File: config.mk
export PLATFORM = sky130hd
export DESIGN_NAME = lcd_frame_streamer
export DESIGN_NICKNAME = d
export VERILOG_FILES = /design/src/rtl/lcd_pkg.sv /design/src/rtl/lcd_pixel_gen.sv /design/src/rtl/lcd_frame_streamer.sv
export SDC_FILE = /design/constraint.sdc
export NUM_CORES = 1
export LEC_CHECK = 0
export BUFFER_PORTS_ARGS = -buffer_cell sky130_fd_sc_hd__buf_2
export CORE_ASPECT_RATIO = 0.7
export CORE_MARGIN = 1
export CORE_UTILIZATION = 40
export DETAILED_ROUTE_END_ITERATION = 10
export GPL_ROUTABILITY_DRIVEN = 0
export PLACE_DENSITY_LB_ADDON = 0.05
export REMOVE_ABC_BUFFERS = 1
export SETUP_SLACK_MARGIN = 0.4
export SLEW_MARGIN = 10
export SYNTH_ARGS = -nofsm -noshare
export SYNTH_HDL_FRONTEND = slang
export SYNTH_HIERARCHICAL = 1
export SYNTH_SLANG_ARGS = --single-unit
export TNS_END_PERCENT = 100
File: constraint.sdc
create_clock -name clk -period 10.8 [get_ports clk]
set_input_delay 3.24 -clock clk [delete_from_list [all_inputs] [get_ports clk]]
set_output_delay 3.24 -clock clk [all_outputs]
set_load 0.01 [all_outputs]
File: src/rtl/lcd_pkg.sv
// rtl/lcd_pkg.sv - shared state encoding and LCD geometry for the frame streamer
package lcd_pkg;

    typedef enum logic [2:0] {
        ST_IDLE    = 3'd0,
        ST_LOAD    = 3'd1,
        ST_PRESENT = 3'd2,
        ST_ADVANCE = 3'd3,
        ST_DONE    = 3'd4
    } lcd_state_t;

    // 128x64 panel built from two 64-column halves, addressed as 8 pages of 8 rows
    localparam int LCD_COLS      = 128;
    localparam int LCD_ROWS      = 64;
    localparam int LCD_PAGES     = 8;
    localparam int LCD_HALF_COLS = 64;

endpackage

File: src/rtl/lcd_pixel_gen.sv
// rtl/lcd_pixel_gen.sv - grid snapshot, page/column walk and registered byte generation
module lcd_pixel_gen
    import lcd_pkg::*;
#(
    parameter int ROWS    = 10,
    parameter int COLS    = 10,
    parameter int CELL_PX = 6
) (
    input  logic                 clk,
    input  logic                 rst_n,
    input  logic                 load,
    input  logic                 step,
    input  logic                 gen,
    input  logic [ROWS*COLS-1:0] grid,
    input  logic                 invert,
    output logic [ROWS*COLS-1:0] snapshot,
    output logic [7:0]           data_out,
    output logic                 last_byte
);

    logic                 inv_flag;
    logic [6:0]           x;
    logic [2:0]           page;
    logic [7:0]           sub_x;
    logic [7:0]           cell_x;
    logic [7:0]           cell_y;
    logic [7:0]           sub_y;
    logic [ROWS*COLS-1:0] src_grid;
    logic                 src_inv;
    logic [7:0]           cur_x;
    logic [7:0]           walk_y;
    logic [7:0]           walk_sub;
    logic [ROWS-1:0]      col_bits;
    logic [7:0]           pix_byte;

    assign last_byte = (page == 3'(LCD_PAGES - 1)) && (x == 7'(LCD_COLS - 1));

    // Build the byte for the current page/column; during LOAD the live inputs stand in for the
    // snapshot so the first byte is ready on entry to PRESENT. Cells outside the grid never match
    // a select below and read as 0. The row walk ends on the first row of the next page.
    always_comb begin
        src_grid = load ? grid : snapshot;
        src_inv  = load ? invert : inv_flag;
        cur_x    = load ? 8'd0 : cell_x;
        walk_y   = load ? 8'd0 : cell_y;
        walk_sub = load ? 8'd0 : sub_y;
        col_bits = '0;
        for (int j = 0; j < COLS; j++) begin
            if (cur_x == 8'(j)) begin
                for (int i = 0; i < ROWS; i++) begin
                    col_bits[i] = src_grid[i*COLS + j];
                end
            end
        end
        pix_byte = '0;
        for (int b = 0; b < 8; b++) begin
            for (int i = 0; i < ROWS; i++) begin
                if (walk_y == 8'(i)) begin
                    pix_byte[b] = col_bits[i];
                end
            end
            pix_byte[b] = pix_byte[b] ^ src_inv;
            if (walk_sub == 8'(CELL_PX - 1)) begin
                walk_sub = 8'd0;
                walk_y   = walk_y + 8'd1;
            end else begin
                walk_sub = walk_sub + 8'd1;
            end
        end
    end

    // Snapshot capture and incremental column/page counters (x wraps at 128, page at 8)
    always_ff @(posedge clk or negedge rst_n) begin
        if (!rst_n) begin
            snapshot <= '0;
            inv_flag <= 1'b0;
            x        <= '0;
            page     <= '0;
            sub_x    <= '0;
            cell_x   <= '0;
            cell_y   <= '0;
            sub_y    <= '0;
        end else if (load) begin
            snapshot <= grid;
            inv_flag <= invert;
            x        <= '0;
            page     <= '0;
            sub_x    <= '0;
            cell_x   <= '0;
            cell_y   <= '0;
            sub_y    <= '0;
        end else if (step) begin
            if (x == 7'(LCD_COLS - 1)) begin
                x      <= '0;
                sub_x  <= '0;
                cell_x <= '0;
                if (page == 3'(LCD_PAGES - 1)) begin
                    page   <= '0;
                    cell_y <= '0;
                    sub_y  <= '0;
                end else begin
                    page   <= page + 3'd1;
                    cell_y <= walk_y;
                    sub_y  <= walk_sub;
                end
            end else begin
                x <= x + 7'd1;
                if (sub_x == 8'(CELL_PX - 1)) begin
                    sub_x  <= '0;
                    cell_x <= cell_x + 8'd1;
                end else begin
                    sub_x <= sub_x + 8'd1;
                end
            end
        end
    end

    // Output byte register, refreshed in LOAD and ADVANCE only so it holds steady in PRESENT
    always_ff @(posedge clk or negedge rst_n) begin
        if (!rst_n) begin
            data_out <= 8'h00;
        end else if (gen) begin
            data_out <= pix_byte;
        end
    end

endmodule

File: src/rtl/lcd_frame_streamer.sv
// rtl/lcd_frame_streamer.sv - streams a cell-grid bitmap as page/column bytes for a 128x64 LCD
module lcd_frame_streamer
    import lcd_pkg::*;
#(
    parameter int ROWS         = 10,
    parameter int COLS         = 10,
    parameter int CELL_PX      = 6,
    parameter int AUTO_REFRESH = 0
) (
    input  logic                 clk,
    input  logic                 rst_n,
    input  logic [ROWS*COLS-1:0] grid,
    input  logic                 change,
    input  logic                 invert,
    input  logic                 en,
    output logic [7:0]           data_out,
    output logic                 data_valid,
    output logic                 busy,
    output logic                 frame_done
);

    if (ROWS == 0 || COLS == 0 || CELL_PX == 0 ||
        ROWS * CELL_PX > LCD_ROWS || COLS * CELL_PX > LCD_COLS) begin : g_bad_geometry
        $error("lcd_frame_streamer: grid does not fit the 128x64 panel or a parameter is zero");
    end

    lcd_state_t           state;
    lcd_state_t           next_state;
    logic                 pending;
    logic                 load;
    logic                 step;
    logic                 gen;
    logic                 last_byte;
    logic [ROWS*COLS-1:0] snapshot;
    logic                 auto_req;

    assign auto_req = (AUTO_REFRESH != 0) && (grid != snapshot);

    lcd_pixel_gen #(
        .ROWS    (ROWS),
        .COLS    (COLS),
        .CELL_PX (CELL_PX)
    ) u_pixel_gen (
        .clk       (clk),
        .rst_n     (rst_n),
        .load      (load),
        .step      (step),
        .gen       (gen),
        .grid      (grid),
        .invert    (invert),
        .snapshot  (snapshot),
        .data_out  (data_out),
        .last_byte (last_byte)
    );

    // State register
    always_ff @(posedge clk or negedge rst_n) begin
        if (!rst_n) begin
            state <= ST_IDLE;
        end else begin
            state <= next_state;
        end
    end

    // Remember a frame request that arrives while a frame is already running
    always_ff @(posedge clk or negedge rst_n) begin
        if (!rst_n) begin
            pending <= 1'b0;
        end else if (state == ST_LOAD) begin
            pending <= 1'b0;
        end else if (change && state != ST_IDLE) begin
            pending <= 1'b1;
        end
    end

    // Next-state decode
    always_comb begin
        next_state = state;
        case (state)
            ST_IDLE:    if (change || auto_req) next_state = ST_LOAD;
            ST_LOAD:    next_state = ST_PRESENT;
            ST_PRESENT: if (en) next_state = last_byte ? ST_DONE : ST_ADVANCE;
            ST_ADVANCE: next_state = ST_PRESENT;
            ST_DONE:    next_state = (pending || change) ? ST_LOAD : ST_IDLE;
            default:    next_state = ST_IDLE;
        endcase
    end

    // Handshake outputs and datapath controls decoded from the current state
    always_comb begin
        data_valid = (state == ST_PRESENT);
        busy       = (state != ST_IDLE);
        frame_done = (state == ST_DONE);
        load       = (state == ST_LOAD);
        step       = (state == ST_PRESENT) && en;
        gen        = (state == ST_LOAD) || (state == ST_ADVANCE);
    end

endmodule
# Word level (Yosys, flattened, before mapping)
# Cells that the tools add are included.
[totals] ff_bits=155 in_bits=105 output_inout_bits=11 wordCells=302
[classes] addsub=20 eq_ne=98 n_mux=141 bitwise_logic=8 reduce_logical=24
[op_table] cell="equality test 8 x 3 -> 1 bit (second input constant)" n=45
[op_table] cell="two-way mux 8 bit" n=35
[op_table] cell="adder 8 x 1 -> 8 bit (second input constant)" n=18
[op_table] cell="equality test 8 x 2 -> 1 bit (second input constant)" n=18
[op_table] cell="equality test 8 x 4 -> 1 bit (second input constant)" n=18
[op_table] cell="two-way mux 10 bit" n=10
[op_table] cell="two-way mux 100 bit" n=1
[op_table] cell="two-way mux 1 bit" n=84
[op_table] cell="equality test 8 x 1 -> 1 bit (second input constant)" n=9
[op_table] cell="logical NOT 8 bit" n=9
[op_table] cell="two-way mux 3 bit" n=7
[op_table] cell="two-way mux 7 bit" n=3
[op_table] cell="one-hot mux 3 bit (4 select lines)" n=1
[op_table] cell="XOR 1 bit" n=8
[op_table] cell="adder 7 x 1 -> 7 bit (second input constant)" n=1
[op_table] cell="equality test 7 bit (second input constant)" n=1
[op_table] cell="equality test 3 x 2 -> 1 bit (second input constant)" n=2
[op_table] cell="equality test 3 bit (second input constant)" n=2
[op_table] cell="AND reduction 2 bit" n=3
[op_table] cell="nonzero test 2 bit" n=3
[op_table] cell="nonzero test 3 bit" n=2
[op_table] cell="inequality test 2 bit (second input constant)" n=2
[op_table] cell="adder 3 x 1 -> 3 bit (second input constant)" n=1
[op_table] cell="equality test 3 x 1 -> 1 bit (second input constant)" n=1
[op_table] cell="4 further kinds" n=7

# Logic depth before layout (Yosys ltp)
# Gate-level depths: netlist of the first run.
[depth] word_depth=28 depth_mapped=47 ltp_nobuf=42

# By module
# The synthesis of the first run kept the hierarchy.
[by_module_without_submodules] mod="lcd_pixel_gen" instances=1 cells_per_inst=1316 area_each_um2=12057.8 seq_area_each_um2=3778.6
[by_module_without_submodules] mod="lcd_frame_streamer" instances=1 cells_per_inst=22 area_each_um2=234.0 seq_area_each_um2=100.1

# Worst setup path after synthesis of the first run
# No wires, ideal clock.
[synth_path] path_kind="register -> register" start="register state[2]" end="register u_pixel_gen.data_out[7]" setup_ns=0.095 arrival_ns=9.461 required_time_ns=10.705 slack_ns=1.244 stages_incl_launch_ff=45 path_buffers=9 synth_period_minus_slack_ns=9.556 cell_sequence="dfrtp_1 -> buf_6 -> nor3b_1 -> buf_6 -> clkbuf_1 -> clkbuf_1 -> buf_1 -> buf_1 -> clkbuf_1 -> clkbuf_1 -> o21ai_0 -> nand2b_1 -> inv_1 -> ha_1 -> clkbuf_1 -> or3_1 -> a2111o_1 -> a21o_1 -> [9 not listed] -> a32oi_1 -> a311o_1 -> nor2_1 -> mux2_2 -> ha_1 -> nand2_1 -> o21ai_0 -> inv_1 -> ha_1 -> nand2b_1 -> nor2_1 -> a211oi_1 -> a211oi_1 -> a21oi_1 -> nand2_1 -> mux2i_1 -> o31a_1 -> o31ai_1"
[synth_via] elab_chain_len=28 elab_cells_between_ends=82 cone_classes="13 x add/sub; 27 x eq/ne; 38 x mux; 1 x bitwise; 3 x reduce/logical"
[synth_lines] element="start, declared" line="lcd_frame_streamer.sv:27" rtl="lcd_state_t state;"
[synth_lines] element="start signal, assigned" line="lcd_frame_streamer.sv:61" rtl="state <= next_state;"
[synth_lines] element="equality test 3 x 1 -> 1 bit *" line="lcd_frame_streamer.sv:94" rtl="load = (state == ST_LOAD);"
[synth_lines] element="via load" line="lcd_frame_streamer.sv:30" rtl="logic load;"
[synth_lines] element="two-way mux 8 bit (on tied branches)" line="lcd_pixel_gen.sv:45, lcd_pixel_gen.sv:46"
[synth_lines] element="adder 8 x 1 -> 8 bit (tied with other cells)" line="lcd_pixel_gen.sv:65" rtl="walk_y = walk_y + 8'd1;"
[synth_lines] element="two-way mux 8 bit" line="lcd_pixel_gen.sv:63" rtl="if (walk_sub == 8'(CELL_PX - 1)) begin"
[synth_lines] element="adder 8 x 1 -> 8 bit (tied with other cells)" line="lcd_pixel_gen.sv:65"
[synth_lines] element="two-way mux 8 bit" line="lcd_pixel_gen.sv:63"
[synth_lines] element="adder 8 x 1 -> 8 bit (tied with other cells)" line="lcd_pixel_gen.sv:65"
[synth_lines] element="[4 not listed]"
[synth_lines] element="two-way mux 8 bit" line="lcd_pixel_gen.sv:63"
[synth_lines] element="adder 8 x 1 -> 8 bit (tied with other cells)" line="lcd_pixel_gen.sv:65"
[synth_lines] element="two-way mux 8 bit" line="lcd_pixel_gen.sv:63"
[synth_lines] element="adder 8 x 1 -> 8 bit or equality test 8 x 3 -> 1 bit (tied branches)" line="lcd_pixel_gen.sv:65, lcd_pixel_gen.sv:63"
[synth_lines] element="two-way mux 8 bit" line="lcd_pixel_gen.sv:63"
[synth_lines] element="logical NOT 8 bit" line="lcd_pixel_gen.sv:58" rtl="if (walk_y == 8'(i)) begin"
[synth_lines] element="two-way mux 1 bit (10 in series)" line="lcd_pixel_gen.sv:58"
[synth_lines] element="XOR 1 bit" line="lcd_pixel_gen.sv:62" rtl="pix_byte[b] = pix_byte[b] ^ src_inv;"
[synth_lines] element="end signal, assigned" line="lcd_pixel_gen.sv:123" rtl="data_out <= pix_byte;"
[synth_lines] element="end, declared" line="lcd_pixel_gen.sv:17" rtl="output logic [7:0] data_out,"
# The timed path passes the listed nets; every way through them passes the cells marked *.
# A chain may end at the register's enable or synchronous reset.

# Worst setup path in the final report of the first run
[layout_path] start="register state[0]" end="register u_pixel_gen.data_out[7]"
# The elaborated chain is that of the path after synthesis.

==> results by group, run 1 <==
Placement
  • Area after DPL: 0.0133 sq mm
  • Placed insts: 1826
  • Dpl hpwl: 28500 um
  • Buffers added on ports: 115

Floorplanning
  • Die height: 149 um
  • Core ar.: 0.0301 sq mm
  • Initial Util: 40.8%
  • Die area: 0.0314 sq mm
  • IO Pins: 116
  • Die W: 212 um
  • Num rows: 53

Drt
  • Vias/cell: 5.76
  • DRT Pass-1 Iters: 5
  • # DRC: 0
  • DR vias: 10700
  • Post-route ant nets: 0
  • Wire length per cell: 20.1 um
  • Drt first-iter violations: 1005
  • Post-Route WL: 37400 um

STA
  • Fin crit share: 87.5%
  • Worst-Margin Slew: 1060 ps
  • F_max: 106 MHz
  • Rel. slew slack: 27.2%
  • Unrepaired setup endpoints after global routing: no
  • TNS Setup: 0 ps
  • # setup viols final: 0
  • Final hold vios: 0
  • Period minus WS final: 9450 ps
  • Final Skew: 9.68 ps
  • Final hold slack: 477 ps
  • Final Max Tran Viols: 0

GRT
  • Met3 Track Usage GR: 4.96%
  • Antenna violations before repair: 0
  • Met1 usage: 38.6%
  • Global-route wire length before repair: 58900 um
  • Grt met2 use: 33.1%
  • GRT Max-Usage Layer: met1
  • Vias in the first global route: 10100
  • GRT overflow: 0
  • Pin count of the biggest net entering global routing: 90
  • GRT Overall Usage: 24.3%

Clocking
  • Clock transition at path regs: 70 ps
  • Clock latency on the worst-skew pair: 440 ps
  • Root Buffer: clkbuf_16
  • H-tree levels: 4
  • Post-CTS sizing: 0
  • TritonCTS clock tree: done
  • TritonCTS Sinks: 155
  • Cts hold-fix bufs: 0
  • Cts bufs inserted: 17
  • Clk buf depth: 2
  • Postcts setup bufs: 0

Worst setup path
  • Crit Path Category: reg2reg
  • Worst r2r dst: u_pixel_gen/data_out[7]
  • R2R Path Start: state[0]
  • Max incr delay on CP: 490 ps
  • Crit-path max FO: 11
  • Startpoint Class: flop
  • Register-to-Register Path Depth: 38
  • Worst EP arrival: 9790 ps
  • Slowest cell on the critical path: o221ai_1
  • Critical Path End Type: flop
  • WP data required: 11140 ps
  • Flop-to-flop setup slack: 1350 ps
  • Cell repeated most along the worst path: nand2_1

Hold path
  • Hold Path Depth: 1
  • Hold Path Origin: u_pixel_gen/cell_x[7]
  • Hold WC Path Type: reg2reg
  • Min-Delay Endpoint: u_pixel_gen/cell_x[7]

Cells and area
  • Fraction of layout cells with a size suffix above 1: 22.3%
  • Non-filler cells, final: 1858
  • Core Util, Final: 46.2%
  • Final Cell Area: 0.0139 sq mm
  • Diodes inserted: 0
  • Final nets: 1592
  • Layout overhead on the synthesized area: 13.2%

Logic synthesis
  • Synth Cell Area: 0.0123 sq mm
  • Synth cell types: 106
  • Synth cell count leaders: 155 x dfrtp_1, 113 x nand2_1, 109 x mux2_2
  • Synth Register Bits: 155
  • Top_reg_cell synth: dfrtp_1
  • Post-Synthesis Cells: 1338
  • Leading area contributor after synthesis: dfrtp_1
  • Syn Area/Cell: 9.19 sq um
  • EDFF count, synth: 0
  • Yosys top cell area share: 31.6%
  • Count leader, synth: dfrtp_1
  • Post-synth ARST share: 100%
  • Part of the Yosys area used for sequential elements: 31.6%
  • Ranking of synthesized cells by area: dfrtp_1 32%, mux2_2 10%, ha_1 5.5%
  • Yosys warns: 6

Pwr
  • Worst ir drop on vdd: 0.0982 mV
  • Leakage power: 5.82 nW
  • Pwr dens: 181 mW/mm^2

Run status
  • Status: finished, final reports clean

Flow run
  • Max-cap violation count: 0
[cells by family after synthesis]
group	Yosys count	share of synthesized area [%]
AO/OA/AOI/OAI	306	17.8
XOR/XNOR	107	8.19
adder cells (fa/ha/maj)	54	5.50
buffers and inverters	109	3.77
flip-flops	155	31.6
multiplexers	129	12.1
AND/OR/NAND/NOR	478	21.2
[flip-flops by register name, indices dropped and copies added, names as in the netlist]
register / flops
u_pixel_gen/data_out: 8
u_pixel_gen/x: 7
pending: 1
u_pixel_gen/cell_x: 8
u_pixel_gen/page: 3
u_pixel_gen/sub_y: 8
u_pixel_gen/inv_flag: 1
state: 3
u_pixel_gen/cell_y: 8
u_pixel_gen/sub_x: 8
u_pixel_gen/snapshot: 100
[through the flow]
stage / worst slack [ps] / power [mW]
CTS: 1030 / 2.52
global route: 468 / 2.67
finish: 1350 / 2.52
floorplan: -7390 / 1.45
global placement: 1390 / 1.84
detailed placement: 1110 / 1.84
[cell usage in the layout (no fill, tap or decap), types with 9 or more instances in the layout]
cell type,netlist,final
a211oi_1,24,24
a21oi_1,54,54
a22o_1,10,10
a22oi_1,12,12
a31oi_1,11,11
and2_1,18,18
and3_1,25,25
and4_1,9,9
buf_2,10,114
buf_4,3,18
clkbuf_16,0,17
dfrtp_1,155,155
ha_1,54,54
inv_1,50,50
mux2_2,109,109
mux2i_1,15,15
nand2_1,113,113
nand2b_1,16,16
nand3_1,45,45
nand4_1,29,29
nor2_1,93,91
nor3_1,20,20
nor3b_1,10,9
nor4_1,24,23
o211ai_1,13,13
o21ai_0,66,65
o31ai_1,15,15
or3_1,12,12
or4_1,13,13
xnor2_1,62,62
xor2_1,39,39
[how the worst max path moves through the flow]
stage / endpoint / depth (start not counted) / startpoint / slack [ps]
CTS: u_pixel_gen/data_out[7] / 38 / state[0] / 1030
detailed placement: u_pixel_gen/data_out[7] / 38 / state[0] / 1110
floorplan: u_pixel_gen/data_out[7] / 39 / state[2] / -7390
finish: u_pixel_gen/data_out[7] / 38 / state[0] / 1350
global route: u_pixel_gen/data_out[7] / 38 / state[0] / 470
global placement: u_pixel_gen/data_out[7] / 35 / state[0] / 1390
[report_power, final]
group / internal, mW / switching, mW / total, mW
Clock: 0.396 / 0.258 / 0.655
Combinational: 0.446 / 0.693 / 1.14
Sequential: 0.676 / 0.0475 / 0.723
Total: 1.52 / 0.998 / 2.52
[critical path: cells and delay by family, from the launching register on]
| kind | cells | cell delay [ps] |
|---|---|---|
| AOI/OAI and AO/OA | 15 | 3980 |
| and+or+nand+nor | 13 | 2390 |
| adders and majority gates | 4 | 1190 |
| buffers and inverters | 4 | 690 |
| DFF | 1 | 480 |
| xor gates and xnor gates | 1 | 430 |
| muxes | 1 | 220 |
[routing by layer]
metal / vias to the layer above / wire [um]
li1: 5187 / -
met1: 5150 / 19500
met2: 343 / 15000
met3: 31 / 2530
met4: 0 / 412
met5: - / 0
[final cells by class]
cell class              count  area (sq um)
well taps                 412           515
clock buffers              20           447
clock inverters            12           185
repair buffers            133           717
inverters                  52           195
fillers                  2944         16200
flip-flops and latches    155          3880
multi-input cells        1074          7980
No activity file was read; power rests on OpenSTA's default activity.
==> inputs of run 2 (changes only) <==
ABC_AREA = 1   (was default)
==> run 2 against run 1 <==
Against the previous run:
- wire length down 1.1%
- area after synthesis grew 0.62%
- synthesized cell count rose by 42%
- largest cell class unchanged
==> results by group, run 2 <==
Cells and area
  • Biggest register: u_pixel_gen/snapshot
  • Final nets: 2165 (+36%)
  • Max reg flops: 100 (unchanged)
  • Diodes inserted: 0 (unchanged)
  • Layout overhead on the synthesized area: 12.3%
  • Most common cell after layout, fill and taps aside: nand2_1
  • Final Cell Area: 0.0139 sq mm (-0.20%)
  • Most frequent cells in the layout: 681 x nand2_1, 232 x inv_1, 155 x dfrtp_1, 152 x nor2_1, 150 x nand3_1
  • Core Util, Final: 45.9% (-0.29 points)
  • Fraction of layout cells with a size suffix above 1: 13.6% (-8.6 points)

Logic synthesis
  • Yosys warns: 6 (unchanged)
  • Ranking of synthesized cells by area: dfrtp_1 31%, nand2_1 21%, inv_1 7.1%
  • EDFF count, synth: 0 (unchanged)
  • Syn Area/Cell: 6.50 sq um (-29%)
  • Synth cell count leaders: 681 x nand2_1, 233 x inv_1, 155 x dfrtp_1
  • Synth cell types: 57 (-46%)
  • Synth Cell Area: 0.0124 sq mm (+0.62%)
  • Part of the Yosys area used for sequential elements: 31.4% (-0.19 points)
  • Post-Synthesis Cells: 1904 (+42%)
  • Synth Register Bits: 155 (unchanged)
  • Leading area contributor after synthesis: dfrtp_1
  • Yosys top cell area share: 31.4% (-0.19 points)
  • Top_reg_cell synth: dfrtp_1
  • Count leader, synth: nand2_1
  • Post-synth ARST share: 100% (unchanged)

Drt
  • Wire length per cell: 15.2 um (-24%)
  • DRT Pass-1 Iters: 5 (unchanged)
  • Drt first-iter violations: 1096 (+9.1%)
  • Vias/cell: 5.03 (-13%)
  • Post-Route WL: 36900 um (-1.1%)
  • DR vias: 12200 (+14%)
  • Post-route ant nets: 0 (unchanged)
  • # DRC: 0 (unchanged)

Placement
  • Buffers added on ports: 115 (unchanged)
  • Area after DPL: 0.0133 sq mm (+0.41%)
  • Dpl hpwl: 28800 um (+1.3%)

STA
  • Rel. slew slack: 34.8% (+7.6 points)
  • Unrepaired setup endpoints after global routing: no
  • TNS Setup: 0 ps (unchanged)
  • Fin crit share: 73.1% (-14 points)
  • F_max: 127 MHz (+20%)
  • # setup viols final: 0 (unchanged)
  • Final Max Tran Viols: 0 (unchanged)
  • Period minus WS final: 7890 ps (-1550 ps)
  • Final Skew: 13.4 ps (+3.67 ps)
  • Final hold vios: 0 (unchanged)
  • Worst-Margin Slew: 974 ps (-89.9 ps)
  • Final hold slack: 466 ps (-10.8 ps)

GRT
  • Met1 usage: 38.8% (+0.22 points)
  • GRT Max-Usage Layer: met1
  • GRT overflow: 0 (unchanged)
  • Vias in the first global route: 11000 (+9.0%)
  • Antenna violations before repair: 1 (+1)
  • Global-route wire length before repair: 59300 um (+0.79%)
  • Pin count of the biggest net entering global routing: 118 (+31%)
  • GRT Overall Usage: 24.1% (-0.24 points)
  • Met3 Track Usage GR: 3.56% (-1.4 points)
  • Grt met2 use: 33.0% (-0.076 points)

Clocking
  • Postcts setup bufs: 0 (unchanged)
  • TritonCTS clock tree: done
  • H-tree levels: 4 (unchanged)
  • Post-CTS sizing: 0 (unchanged)
  • Cts bufs inserted: 17 (unchanged)
  • Clock latency on the worst-skew pair: 430 ps (about the same)
  • Clk buf depth: 2 (unchanged)
  • Cts hold-fix bufs: 0 (unchanged)
  • TritonCTS Sinks: 155 (unchanged)
  • Clock transition at path regs: 70 ps (about the same)
  • Root Buffer: clkbuf_16

Worst setup path
  • Cell repeated most along the worst path: nand2_1
  • Startpoint Class: flop
  • WP data required: 11130 ps (about the same)
  • Critical Path End Type: flop
  • Register-to-Register Path Depth: 50 (+32%)
  • Crit-path max FO: 62 (+51)
  • Max incr delay on CP: 540 ps (+50 ps)
  • Crit Path Category: reg2reg
  • Slowest cell on the critical path: buf_4
  • Worst EP arrival: 8220 ps (-1570 ps)

Floorplanning
  • Initial Util: 40.9% (+0.073 points)
  • IO Pins: 116 (unchanged)
  • Die height: 149 um (+0.31%)
  • Core ar.: 0.0302 sq mm (+0.44%)
  • Die area: 0.0316 sq mm (+0.61%)
  • Num rows: 53 (unchanged)
  • Die W: 212 um (+0.31%)

Hold path
  • Hold WC Path Type: reg2reg
  • Hold Path Depth: 2 (+1)

Flow run
  • Max-cap violation count: 0 (unchanged)

Run status
  • Status: finished, final reports clean
[run 2: cell count changes after synthesis, sizes merged, moves of 17 or more]
cell,change
nor3,+17
xnor2,-59
nand2,+603
nor2,+90
a211oi,-22
nand3,+110
nor4,-17
mux2,-109
a21oi,-19
and3,-24
and2,-17
inv,+209
[run 2: kinds of logic after synthesis]
group | share of synthesized area (%)
simple gates | 41.9
buf+inv | 9.77
compound gates | 8.41
flops | 31.4
fa+ha+maj | 5.46
xor+xnor | 2.53
mux | 0.567
[run 2: worst paths after layout]
kind                                               start                  endpoint  slack, ps
worst min-delay path            u_pixel_gen/snapshot[72]  u_pixel_gen/snapshot[72]        470
worst max-delay path                            state[2]   u_pixel_gen/data_out[7]       2910
max in group asynchronous                          rst_n     u_pixel_gen/cell_y[2]       6500
worst min register to register  u_pixel_gen/snapshot[72]  u_pixel_gen/snapshot[72]        470
min in group asynchronous                          rst_n  u_pixel_gen/snapshot[33]       2860
worst max register to register                  state[2]   u_pixel_gen/data_out[7]       2910
[run 2: routing by layer]
layer	part of all wire [%]	vias up
met2	39	317
met3	5.8	24
met1	54	5614
li1	-	6268
met4	0.89	0
met5	0	-
[run 2: per-stage QoR]
stage          setup slack [ps]  std cells
2_1_floorplan              1980       1865
3_3_place_gp               3160       2399
3_5_place_dp               2940       2399
4_1_cts                    2910       2429
5_1_grt                    2000       2429
6_report                   2910       2429
[run 2: cell type report]
cell class | count | area, sq um
Tap cell | 412 | 515
Inverter | 267 | 1010
Multi-Input combinational cell | 1443 | 7280
Clock buffer | 21 | 450
Sequential cell | 155 | 3880
Timing Repair Buffer | 122 | 634
Clock inverter | 9 | 115
Fill cell | 3217 | 16400
[run 2: worst max-delay path: cells and delay by family (launching register included)]
family,cells,cell delay [ps]
DFF,1,430
and+or+nand+nor,27,3170
AOI/OAI and AO/OA,5,750
adders and majority gates,8,2080
buffers and inverters,10,1340
Power of run 2 is left out: the tool's default activity adds up to more than one toggle a clock period on the data nets, which glitch-free logic cannot reach.
